--- config.mk ---
export PLATFORM = sky130hd
export DESIGN_NAME = muldiv_sequencer
export DESIGN_NICKNAME = d
export VERILOG_FILES = /design/src/rtl/muldiv_sequencer.sv
export SDC_FILE = /design/constraint.sdc
export NUM_CORES = 1
export LEC_CHECK = 0
export ABC_AREA = 1
export ABC_CLOCK_PERIOD_IN_PS = 9000
export BUFFER_PORTS_ARGS = -buffer_cell sky130_fd_sc_hd__buf_2
export CAP_MARGIN = 20
export CORE_MARGIN = 10
export CORE_UTILIZATION = 33
export DETAILED_ROUTE_END_ITERATION = 8
export PLACE_DENSITY_LB_ADDON = 0.05
export SLEW_MARGIN = 20
export SYNTH_ARGS = -nofsm -noshare
export SYNTH_HDL_FRONTEND = slang
export SYNTH_SLANG_ARGS = --single-unit
--- constraint.sdc ---
create_clock -name clk -period 9 [get_ports clk]
set_input_delay 0.45 -clock clk [delete_from_list [all_inputs] [get_ports clk]]
set_output_delay 0.45 -clock clk [all_outputs]
set_load 0.05 [all_outputs]
--- src/rtl/muldiv_sequencer.sv ---
// Iterative RV32M multiply/divide unit: one shift-add or restoring shift-subtract step per cycle
// through a shared XLEN+1-bit adder, with sign fix-up and divide fast paths.
module muldiv_sequencer #(
  parameter int unsigned XLEN = 32
) (
  input  logic            clk,
  input  logic            rst_n,
  input  logic            start,
  input  logic [2:0]      funct3,
  input  logic [XLEN-1:0] op_a,
  input  logic [XLEN-1:0] op_b,
  input  logic            flush,
  output logic            ready,
  output logic            busy,
  output logic            done,
  output logic [XLEN-1:0] result
);

  localparam int unsigned CntW = $clog2(XLEN);
  localparam logic [CntW-1:0] CntLast = CntW'(XLEN - 1);

  localparam logic [2:0] StIdle = 3'd0;
  localparam logic [2:0] StPrep = 3'd1;
  localparam logic [2:0] StCalc = 3'd2;
  localparam logic [2:0] StFix  = 3'd3;
  localparam logic [2:0] StDone = 3'd4;

  localparam logic [XLEN-1:0] MinInt = {1'b1, {(XLEN-1){1'b0}}};

  logic [2:0]        state_q, state_d;
  logic [CntW-1:0]   cnt_q, cnt_d;
  logic [2:0]        f3_q, f3_d;
  logic [XLEN-1:0]   a_q, a_d, b_q, b_d;
  logic [XLEN-1:0]   mag_q, mag_d;
  logic [2*XLEN-1:0] prod_q, prod_d;
  logic              neg_q, neg_d;
  logic [XLEN-1:0]   result_q, result_d;

  logic            is_div, sign_a, sign_b, div0, ovf;
  logic [XLEN-1:0] abs_a, abs_b, fast_res;
  logic [XLEN:0]   add_a, add_b;
  logic            add_cin, no_borrow;
  logic [XLEN+1:0] add_sum;
  logic [2*XLEN-1:0] prod_neg, step;
  logic [XLEN-1:0]   lo_fix, hi_fix, rem_fix, fix_res;

  assign is_div = f3_q[2];
  assign sign_a = a_q[XLEN-1] &
                  (is_div ? ~f3_q[0] : (f3_q[1:0] == 2'b01 || f3_q[1:0] == 2'b10));
  assign sign_b = b_q[XLEN-1] & (is_div ? ~f3_q[0] : (f3_q[1:0] == 2'b01));
  assign abs_a  = sign_a ? -a_q : a_q;
  assign abs_b  = sign_b ? -b_q : b_q;
  assign div0   = is_div && (b_q == '0);
  assign ovf    = is_div && !f3_q[0] && (a_q == MinInt) && (b_q == '1);
  // REM/REMU take the dividend on divide-by-zero; quotients saturate to all ones.
  assign fast_res = div0 ? (f3_q[1] ? a_q : '1) : (f3_q[1] ? '0 : a_q);

  // Shared adder: accumulate for multiply, trial subtract (a + ~b + 1) for divide.
  always_comb begin
    if (is_div) begin
      add_a   = {prod_q[2*XLEN-1:XLEN], prod_q[XLEN-1]};
      add_b   = ~{1'b0, mag_q};
      add_cin = 1'b1;
    end else begin
      add_a   = {1'b0, prod_q[2*XLEN-1:XLEN]};
      add_b   = prod_q[0] ? {1'b0, mag_q} : '0;
      add_cin = 1'b0;
    end
  end

  assign add_sum   = {1'b0, add_a} + {1'b0, add_b} + {{(XLEN+1){1'b0}}, add_cin};
  assign no_borrow = add_sum[XLEN+1];

  always_comb begin
    if (is_div) begin
      step = {(no_borrow ? add_sum[XLEN-1:0] : add_a[XLEN-1:0]),
              prod_q[XLEN-2:0], no_borrow};
    end else begin
      step = {add_sum[XLEN:0], prod_q[XLEN-1:1]};
    end
  end

  // Quotient negation uses the low half of the full negated register; remainder negates alone.
  assign prod_neg = -prod_q;
  assign lo_fix   = neg_q ? prod_neg[XLEN-1:0] : prod_q[XLEN-1:0];
  assign hi_fix   = neg_q ? prod_neg[2*XLEN-1:XLEN] : prod_q[2*XLEN-1:XLEN];
  assign rem_fix  = neg_q ? -prod_q[2*XLEN-1:XLEN] : prod_q[2*XLEN-1:XLEN];

  always_comb begin
    fix_res = lo_fix;
    case (f3_q)
      3'b001, 3'b010, 3'b011: fix_res = hi_fix;
      3'b110, 3'b111:         fix_res = rem_fix;
      default:                fix_res = lo_fix;
    endcase
  end

  always_comb begin
    state_d  = state_q;
    cnt_d    = cnt_q;
    f3_d     = f3_q;
    a_d      = a_q;
    b_d      = b_q;
    mag_d    = mag_q;
    prod_d   = prod_q;
    neg_d    = neg_q;
    result_d = result_q;
    case (state_q)
      StIdle, StDone: begin
        if (start) begin
          f3_d    = funct3;
          a_d     = op_a;
          b_d     = op_b;
          state_d = StPrep;
        end else begin
          state_d = StIdle;
        end
      end
      StPrep: begin
        if (div0 || ovf) begin
          result_d = fast_res;
          state_d  = StDone;
        end else begin
          mag_d   = is_div ? abs_b : abs_a;
          prod_d  = {{XLEN{1'b0}}, (is_div ? abs_a : abs_b)};
          neg_d   = (is_div && f3_q[1]) ? sign_a : (sign_a ^ sign_b);
          cnt_d   = '0;
          state_d = StCalc;
        end
      end
      StCalc: begin
        prod_d = step;
        cnt_d  = cnt_q + 1'b1;
        if (cnt_q == CntLast) state_d = StFix;
      end
      StFix: begin
        result_d = fix_res;
        state_d  = StDone;
      end
      default: state_d = StIdle;
    endcase
    if (flush) begin
      state_d  = StIdle;
      result_d = result_q;
    end
  end

  always_ff @(posedge clk) begin
    if (!rst_n) begin
      state_q  <= StIdle;
      cnt_q    <= '0;
      f3_q     <= '0;
      a_q      <= '0;
      b_q      <= '0;
      mag_q    <= '0;
      prod_q   <= '0;
      neg_q    <= 1'b0;
      result_q <= '0;
    end else begin
      state_q  <= state_d;
      cnt_q    <= cnt_d;
      f3_q     <= f3_d;
      a_q      <= a_d;
      b_q      <= b_d;
      mag_q    <= mag_d;
      prod_q   <= prod_d;
      neg_q    <= neg_d;
      result_q <= result_d;
    end
  end

  assign ready  = (state_q == StIdle) || (state_q == StDone);
  assign busy   = (state_q == StPrep) || (state_q == StCalc) || (state_q == StFix);
  assign done   = (state_q == StDone);
  assign result = result_q;

endmodule
* Yosys cells after proc, flatten, opt, wreduce, memory -nomap -nowiden
Cells that the tools add are included.
** Cells by class
- Add/sub/neg operators :: 7
- Multipliers :: 0
- Div/mod/pow operators :: 0
- Order comparisons :: 0
- Eq/ne operators :: 17
- Shift operators :: 0
- Muxes and demuxes :: 30
- Bitwise operators :: 8
- Reduce and logical (&&, ||, !) cells :: 23
** Operators with widths (number)
- 32-bit 2-to-1 mux :: 13
- 64-bit 2-to-1 mux :: 2
- 32-bit case mux with 2 select lines :: 2
- 64-bit case mux with 2 select lines :: 1
- 32-bit negation :: 3
- 33-bit 2-to-1 mux :: 2
- 32-bit == test, second input constant :: 2
- 64-bit negation :: 1
- 33-bit by 33-bit adder with 34-bit output :: 1
- 34-bit by 1-bit adder with 34-bit output :: 1
- 32-bit NOT with 33-bit output :: 1
- 32-bit zero test :: 1
- 3-bit by 2-bit == test with 1-bit output, second input constant :: 4
- 3-bit case mux with 4 select lines :: 1
- 5-bit case mux with 2 select lines :: 1
- 3-bit == test, second input constant :: 3
- 3-bit by 1-bit == test with 1-bit output, second input constant :: 2
- 3-bit 2-to-1 mux :: 2
- 2-bit inequality test, second input constant :: 3
- 2-bit AND reduction :: 3
- 2-bit OR reduction :: 3
- 5-bit by 1-bit adder with 5-bit output, second input constant :: 1
- 5-bit == test, second input constant :: 1
- 1-bit logical AND :: 5
- 13 further kinds :: 26
** Storage, ports and cells
- Flip-flop bits (word level) :: 204
- Bits in latches :: 0
- Memory bits (writable) :: 0
- ROM bits :: 0
- Bits of input ports :: 71
- Output and inout bits :: 35
- Word-level logic and storage cells :: 94
- Memories :: 0

* Logic depth before layout (Yosys ltp)
Gate-level depths: netlist (run 1).
- Depth after elaboration :: 8
- Mapped depth :: 23
- Mapped depth without buffers :: 19

* Worst setup path after synthesis (run 1)
OpenSTA, ideal clock, no wires.
- Path kind :: register -> register
- From :: register f3_q[2]
- To :: register prod_q[59]
- Setup time :: 132 ps
- Arrival :: 3184 ps
- Data required time :: 8868 ps
- Path slack :: 5684 ps
- Stages on the path, launching flop included :: 24
- Buffers on the path :: 4
- Period minus slack after synthesis :: 3316 ps
- Cell sequence :: dfxtp_1 -> buf_2 -> inv_1 -> buf_2 -> clkbuf_1 -> clkbuf_1 -> nand3_1 -> o21ai_0 -> fa_1 -> fa_1 -> nand2_1 -> nand2_1 -> nand3_1 -> nand2_1 -> nand2_1 -> nand2_1 -> nand2_1 -> nand2_1 -> nand2_1 -> nand3_1 -> nand2_1 -> inv_1 -> nand2_1 -> a21oi_1
** Between the ends
- Longest elaborated chain between the ends :: 6
- Elaborated cells on any way between the ends :: 15
- Those cells by class :: add/sub (2); eq/ne (1); mux (6); reduce/logical (6)
** Ends and longest elaborated chain
- from (decl) :: line 32 : logic [2:0] f3_q, f3_d;
- from (signal assigned) :: line 152 : f3_q <= '0;
- from (signal assigned) :: line 162 : f3_q <= f3_d;
- 33-bit 2-to-1 mux or 1-bit logical AND (tied branches) :: line 60, 54
- 33-bit by 33-bit adder with 34-bit output or 1-bit logical AND (tied branches) :: line 71, 54
- 34-bit by 1-bit adder with 34-bit output or 1-bit logical AND (tied branches) :: line 71, 54
- 32-bit 2-to-1 mux or 1-bit logical OR (tied branches) :: line 76, 120
- 64-bit 2-to-1 mux or 2-bit inequality test (tied branches)
- 64-bit case mux with 2 select lines or 2-bit AND reduction (tied branches)
- to (signal assigned) :: line 166 : prod_q <= prod_d;
- to (decl) :: line 35 : logic [2*XLEN-1:0] prod_q, prod_d;
Parallel ways exist; a longest one is shown, timed or not.
A chain may end at the register's enable or synchronous reset.

* Worst setup path in the final report (run 1)
- From :: register f3_q[2]
- To :: register prod_q[40]
The elaborated chain is that of the path after synthesis.

==> flow_summary_export.csv, run 1 <==
group,metric,value,unit
status,status,"completed",
critical_path,crit_path_start_kind,"flip-flop",
synthesis,yosysWarningCount,0,
critical_path,cp.required,9.39,ns
sta,worst_pin_slew,1.01,ns
synthesis,yosysMostFrequentCell,"nand2_1",
floorplanning,num_io_pins,106,
clock_tree,clock-sinks,204,
critical_path,slowest_delay,0.67,ns
detailed_routing,first_pass_iters,8,
sta,report.final.setup_viol,0,
global_route,grt_max_degree,221,
synthesis,netlist.area_leader.share,0.219,
critical_path,cp_num_buf_inv,3,
detailed_routing,routed_via_density,5.39,
sta,setup_tns,0,ns
detailed_routing,wl_per_cell,21.5,microns
synthesis,synth_top_flop_cell,"dfxtp_1",
clock_tree,post_cts_buffers,0,
synthesis,syn_area,0.0186,sq mm
global_route,grt_pass1_wl,131000,microns
synthesis,seq_area_frac_synth,0.219,
layout,fin_nets,3497,
sta,final_hold_viol_count,0,
critical_path,crit_type,"reg -> reg",
clock_tree,cts_tree,"yes",
sta,finalClockSkew,0.0327,ns
synthesis,ys_async_sr_fraction,0,
detailed_routing,routed_wl,89100,microns
layout,n_antenna_cell,0,
critical_path,critPathCaptureType,"flip-flop",
critical_path,path_max_fanout,103,
detailed_routing,vias,22400,
detailed_routing,detail-route-antenna-nets,0,
clock_tree,cts_htree_levels,1,
synthesis,synth_cell_types,49,
sta,rsz0062_at_grt,"no",
layout,num-fill-cells,6387,
clock_tree,postCtsHoldBufs,0,
floorplanning,initial_utilization,0.336,
global_route,track_usage,0.256,
placement,gp_congestion,1.01,
clock_tree,root_buffer,"clkbuf_16",
synthesis,synth_area_leader_cell,"dfxtp_1",
synthesis,netlist_instances,3399,
sta,min_period,4.91,ns
critical_path,crit_path_frequent_cell,"nand2_1",
synthesis,syn_nets,3514,
critical_path,path_cells,"inv_4, buf_4, o21ai_0, ha_1, nand2_1, nand2_1, nand2_1, nand2_1, nand2_1, a21oi_1, nor2_2, nand2_4, nor2_2, inv_1, o21ai_0, a21oi_1",
placement,post-place-ws,4.12,ns
layout,area_growth,9.45,%
synthesis,synthTopCellsByArea,"dfxtp_1 (22%), nand2_1 (21%), nand3_1 (11%)",
pwr,p_per_area,149,mW/mm^2
layout,drive_gt1_frac,0.0650,
floorplanning,rows,86,
clock_tree,clk_latency,0.58,ns
sta,fmax,203,MHz
synthesis,synth-seq-cells,204,
sta,fin_crit_sh,0.546,
floorplanning,fp.dieW,257,microns
clock_tree,clkTransAtPathRegs,0.06,ns
global_route,grt_pass1_vias,20600,
clock_tree,clk_path_buf_depth,3,
sta,final.setup.worst_slack,4.09,ns
placement,io_buffers,105,
critical_path,cp_slowest_cell,"inv_4",
global_route,antenna_found_initial,0,
clock_tree,post_cts_resize_count,0,
critical_path,ff2ff_setup_slack,4.09,ns
floorplanning,die_area,0.0663,sq mm
critical_path,crit_arrival,5.31,ns
placement,dp_hpwl,70300,microns
synthesis,synth-edff-count,0,
critical_path,crit_family,"simple AND/OR/NAND/NOR gates",
detailed_routing,drt_iter0_drc,1849,
detailed_routing,drc,0,
clock_tree,numCtsBuffers,27,
pwr,p_leak,9.53,nW
flow_run,drv_cap,0,
floorplanning,core-area,0.0554,sq mm
sta,slew_headroom,0.323,
synthesis,syn_avg_cell_area,5.47,sq um
pwr,irDropWorstVdd,0.138,mV
synthesis,synthTopCellsByCount,"nand2_1 (1,039), nand3_1 (391), nor2_1 (374)",
min_path,hp-class,"in -> reg",
floorplanning,fp.dieH,257,microns
global_route,overflow,0,
sta,slew_viol_final,0,
state kept, by name (all words and copies together), names as in the netlist:
name	flops
result	32
mag_q	32
f3_q	3
a_q	32
state_q	3
neg_q	1
b_q	32
cnt_q	5
prod_q	64
final cells by class:
type                       count  area, sq um  area share
multi-input combinational   2669        12400       0.609
timing repair buffer         120          651      0.0319
clock buffer                  33          738      0.0362
clock inverter                15          191     0.00940
inverter                     360         1360      0.0666
tap                          748          936      0.0459
sequential                   204         4090       0.201
logic make-up after synthesis:
kind of cell             synth area share
buffers and inverters               0.115
XOR/XNOR                           0.0188
flip-flops                          0.219
multiplexers                     0.000538
AND/OR/NAND/NOR                     0.431
AO/OA/AOI/OAI                       0.185
adder cells (fa/ha/maj)            0.0304
worst reg2reg max path, delay by kind of cell (launching register included):
family	cells	cell delay (ns)
flops	1	0.36
simple gates	8	1.79
compound gates	4	0.62
buf+inv	3	1.59
fa+ha+maj	1	0.38
metal layers:
layer / part of all wire / global-route usage / wire, microns
met1: 0.44 / 0.339 / 39400
met2: 0.46 / 0.424 / 40900
met3: 0.059 / 0.0240 / 5260
met4: 0.040 / 0.0969 / 3600
met5: 0 / 0 / 0
power breakdown:
group,total (mW),leakage (nW),switching [mW],internal (mW)
Combinational,0.863,7.41,0.631,0.232
Clock,1.15,0.456,0.457,0.695
Sequential,1.03,1.67,0.0781,0.950
per-stage QoR:
stage | hold slack (ns) | util | instances | power (mW) | area (sq um)
floorplan | 0.443 | - | 3399 | 1.60 | 18600
global placement | 0.453 | 0.351 | 4101 | 1.89 | 19400
detailed placement | 0.454 | 0.351 | 4101 | 1.89 | 19400
CTS | 0.141 | 0.368 | 4149 | 3.05 | 20400
global route | 0.176 | 0.368 | 4149 | 3.19 | 20400
finish | 0.165 | 0.368 | 4149 | 3.04 | 20400
worst paths after layout:
path	from	to	cells after the start
setup reg to reg	f3_q[2]	prod_q[40]	16
hold / removal	op_a[4]	a_q[4]	3
setup / recovery	f3_q[2]	prod_q[40]	16
hold reg to reg	result[9]	result[9]	2
cells in the final DEF, fill, tap and decap left out, types with 3 or more instances in the layout:
cell / n
nand4_1: 41
nor3_1: 29
dfxtp_1: 202
inv_1: 344
ha_1: 42
xnor2_1: 11
nand2_1: 1038
nand3b_1: 5
or2_2: 8
nand2_4: 3
clkinv_4: 3
inv_2: 12
nor2_4: 4
o211ai_1: 15
clkinv_2: 6
nor2_1: 373
buf_4: 14
clkbuf_16: 27
clkbuf_8: 4
nor3_2: 4
a21o_1: 3
o21ai_1: 20
nand2_2: 4
o21ai_0: 327
bufinv_16: 4
a31oi_1: 9
a21oi_1: 274
nand3_1: 391
and2_1: 8
o21ai_2: 3
buf_2: 105
nor2_2: 7
xor2_1: 29
Note: power is estimated with default switching activity, not from simulation.
==> inputs of run 2 (changes only) <==
Settings changed: ABC_CLOCK_PERIOD_IN_PS 9000 to 4970.
Clock period 9 ns to 4.97 ns, I/O delays scaled along.
==> run 2 against run 1 <==
Final cell count up 2.2%. Total power up 82%. Utilization up 1.5 points. Count of clock-buffer cells in the layout up 7. Worst hold slack worse by 0.14 ns. Global-route usage up 1.5 points. Register-to-register slack worse by 3.2 ns. Non-clock buffer count up 87. Combinational power up 90%.
==> flow_summary_export.csv, run 2 (synthesis results as in run 1) <==
group,metric,value,unit
status,status,"completed",
pwr,p_clk_frac,0.367,
critical_path,cp_slowest_cell,"dfxtp_4",
pwr,power_frac_seq,0.337,
floorplanning,fp.dieW,257,microns
sta,report.final.setup_viol,0,
clock_tree,numCtsBuffers,27,
sta,slew_headroom,0.216,
pwr,switching_share,0.390,
sta,final.setup.worst_slack,0.921,ns
global_route,antenna_found_initial,1,
floorplanning,core-area,0.0554,sq mm
detailed_routing,vias,22700,
pwr,power_switching,2.16,mW
critical_path,crit_arrival,4.53,ns
clock_tree,post_cts_resize_count,0,
clock_tree,cts_htree_levels,1,
sta,fmax,247,MHz
layout,drive_gt1_frac,0.0713,
clock_tree,post_cts_buffers,0,
placement,dp_hpwl,75000,microns
global_route,overflow,0,
layout,layout_common_cells,"nand2_1 (1,038), nand3_1 (391), nor2_1 (373), inv_1 (344), o21ai_0 (327)",
pwr,p_leak,9.92,nW
critical_path,path_cells,"inv_4, nand3_1, o21ai_0, ha_1, nand2_1, inv_1, nand2_1, nor2_1, inv_1, nor2_1, nand2_2, nand2_4, nor2_2, inv_1, o21ai_0, a21oi_1",
sta,final_hold_viol_count,0,
min_path,hp-class,"in -> reg",
layout,num-fill-cells,6378,
layout,largest_register_ffs,64,
placement,gp_congestion,0.945,
pwr,irDropWorstVdd,0.230,mV
critical_path,crit_path_start_kind,"flip-flop",
layout,area_growth,13.8,%
floorplanning,initial_utilization,0.336,
clock_tree,cts_tree,"yes",
layout,fin_nets,3584,
placement,post-place-ws,0.926,ns
sta,setup_tns,0,ns
floorplanning,rows,86,
detailed_routing,routed_wl,93800,microns
global_route,grt_pass1_wl,138000,microns
clock_tree,clkTransAtPathRegs,0.06,ns
floorplanning,die_area,0.0663,sq mm
sta,rsz0062_at_grt,"no",
sta,finalClockSkew,0.0302,ns
global_route,grt_max_degree,138,
clock_tree,clk_path_buf_depth,3,
critical_path,crit_path_frequent_cell,"inv_1",
sta,slew_viol_final,0,
sta,hold_ws,0.0280,ns
sta,worst_pin_slew,1.16,ns
critical_path,crit_type,"reg -> reg",
layout,largest-register,"prod_q",
clock_tree,root_buffer,"clkbuf_16",
clock_tree,clock-sinks,204,
floorplanning,fp.dieH,257,microns
critical_path,cp.required,5.45,ns
layout,layout_commonest_cell,"nand2_1",
global_route,track_usage,0.272,
detailed_routing,first_pass_iters,6,
critical_path,path_max_fanout,83,
layout,multi_input_area,0.0124,sq mm
layout,final_cells,4240,
sta,fin_crit_sh,0.815,
clock_tree,clk_latency,0.59,ns
critical_path,slowest_delay,0.74,ns
clock_tree,postCtsHoldBufs,60,
flow_run,drv_cap,0,
detailed_routing,routed_via_density,5.35,
placement,io_buffers,105,
detailed_routing,drc,0,
layout,seqCellArea,0.00409,sq mm
critical_path,critPathCaptureType,"flip-flop",
detailed_routing,drt_iter0_drc,2253,
detailed_routing,wl_per_cell,22.1,microns
pwr,p_int,3.39,mW
detailed_routing,detail-route-antenna-nets,0,
placement,dp.cells,4128,
global_route,grt_pass1_vias,21300,
floorplanning,num_io_pins,106,
pwr,p_per_area,262,mW/mm^2
sta,min_period,4.05,ns
pwr,combinationalPowerShare,0.296,
run 2: cell types whose count changed in the layout (fill, tap and decap cells not counted), sizes merged:
| cell | before | now |
|---|---|---|
| clkinvlp | 2 | 1 |
| clkbuf | 33 | 40 |
| dlygate4sd3 | 0 | 60 |
| diode | 0 | 2 |
| clkinv | 11 | 8 |
| buf | 120 | 147 |
| bufinv | 4 | 1 |
| inv | 358 | 360 |
run 2: critical path, delay by kind of cell, from the launching register on:
kind,cells,cell delay [ns]
fa+ha+maj,1,0.47
compound gates,3,0.47
simple gates,8,1.42
flops,1,0.74
buf+inv,4,0.79
run 2: area by class of cell:
class                      instances  share of cell area
multi-input combinational       2669               0.586
sequential                       204               0.193
timing repair buffer             207              0.0692
inverter                         360              0.0640
tap                              748              0.0442
clock buffer                      40              0.0389
clock inverter                    10             0.00473
antenna                            2            0.000236
run 2: stage by stage:
| stage | utilization | power [mW] | area (sq um) |
|---|---|---|---|
| after floorplan | - | 2.91 | 18600 |
| after global placement | 0.355 | 3.48 | 19700 |
| after detailed placement | 0.355 | 3.48 | 19700 |
| after CTS | 0.382 | 5.56 | 21200 |
| after global routing | 0.382 | 5.83 | 21200 |
| final | 0.382 | 5.55 | 21200 |
run 2: path summary, 6_finish.rpt:
path	startpoint	to	slack [ns]	cells after the start
setup / recovery	f3_q[2]	prod_q[38]	0.92	16
hold / removal	op_a[27]	a_q[27]	0.03	3
setup reg to reg	f3_q[2]	prod_q[38]	0.92	16
hold reg to reg	result[21]	result[21]	0.46	2
run 2: metal layers:
metal | wire, microns | track usage | part of all wire | up-vias
li1 | - | - | - | 11200
met1 | 39500 | 0.339 | 0.42 | 10700
met2 | 44600 | 0.464 | 0.47 | 741
met3 | 7030 | 0.0539 | 0.075 | 98
met4 | 2780 | 0.0787 | 0.030 | 0
met5 | 0 | 0 | 0 | -
run 2: power groups by stage:
stage | clock network (mW) | logic (mW) | registers, mW
2_1_floorplan | 0 | 1.06 | 1.84
5_1_grt | 2.14 | 1.81 | 1.88
6_report | 2.03 | 1.64 | 1.87
3_3_place_gp | 0 | 1.58 | 1.91
4_1_cts | 2.07 | 1.62 | 1.87
3_5_place_dp | 0 | 1.58 | 1.91
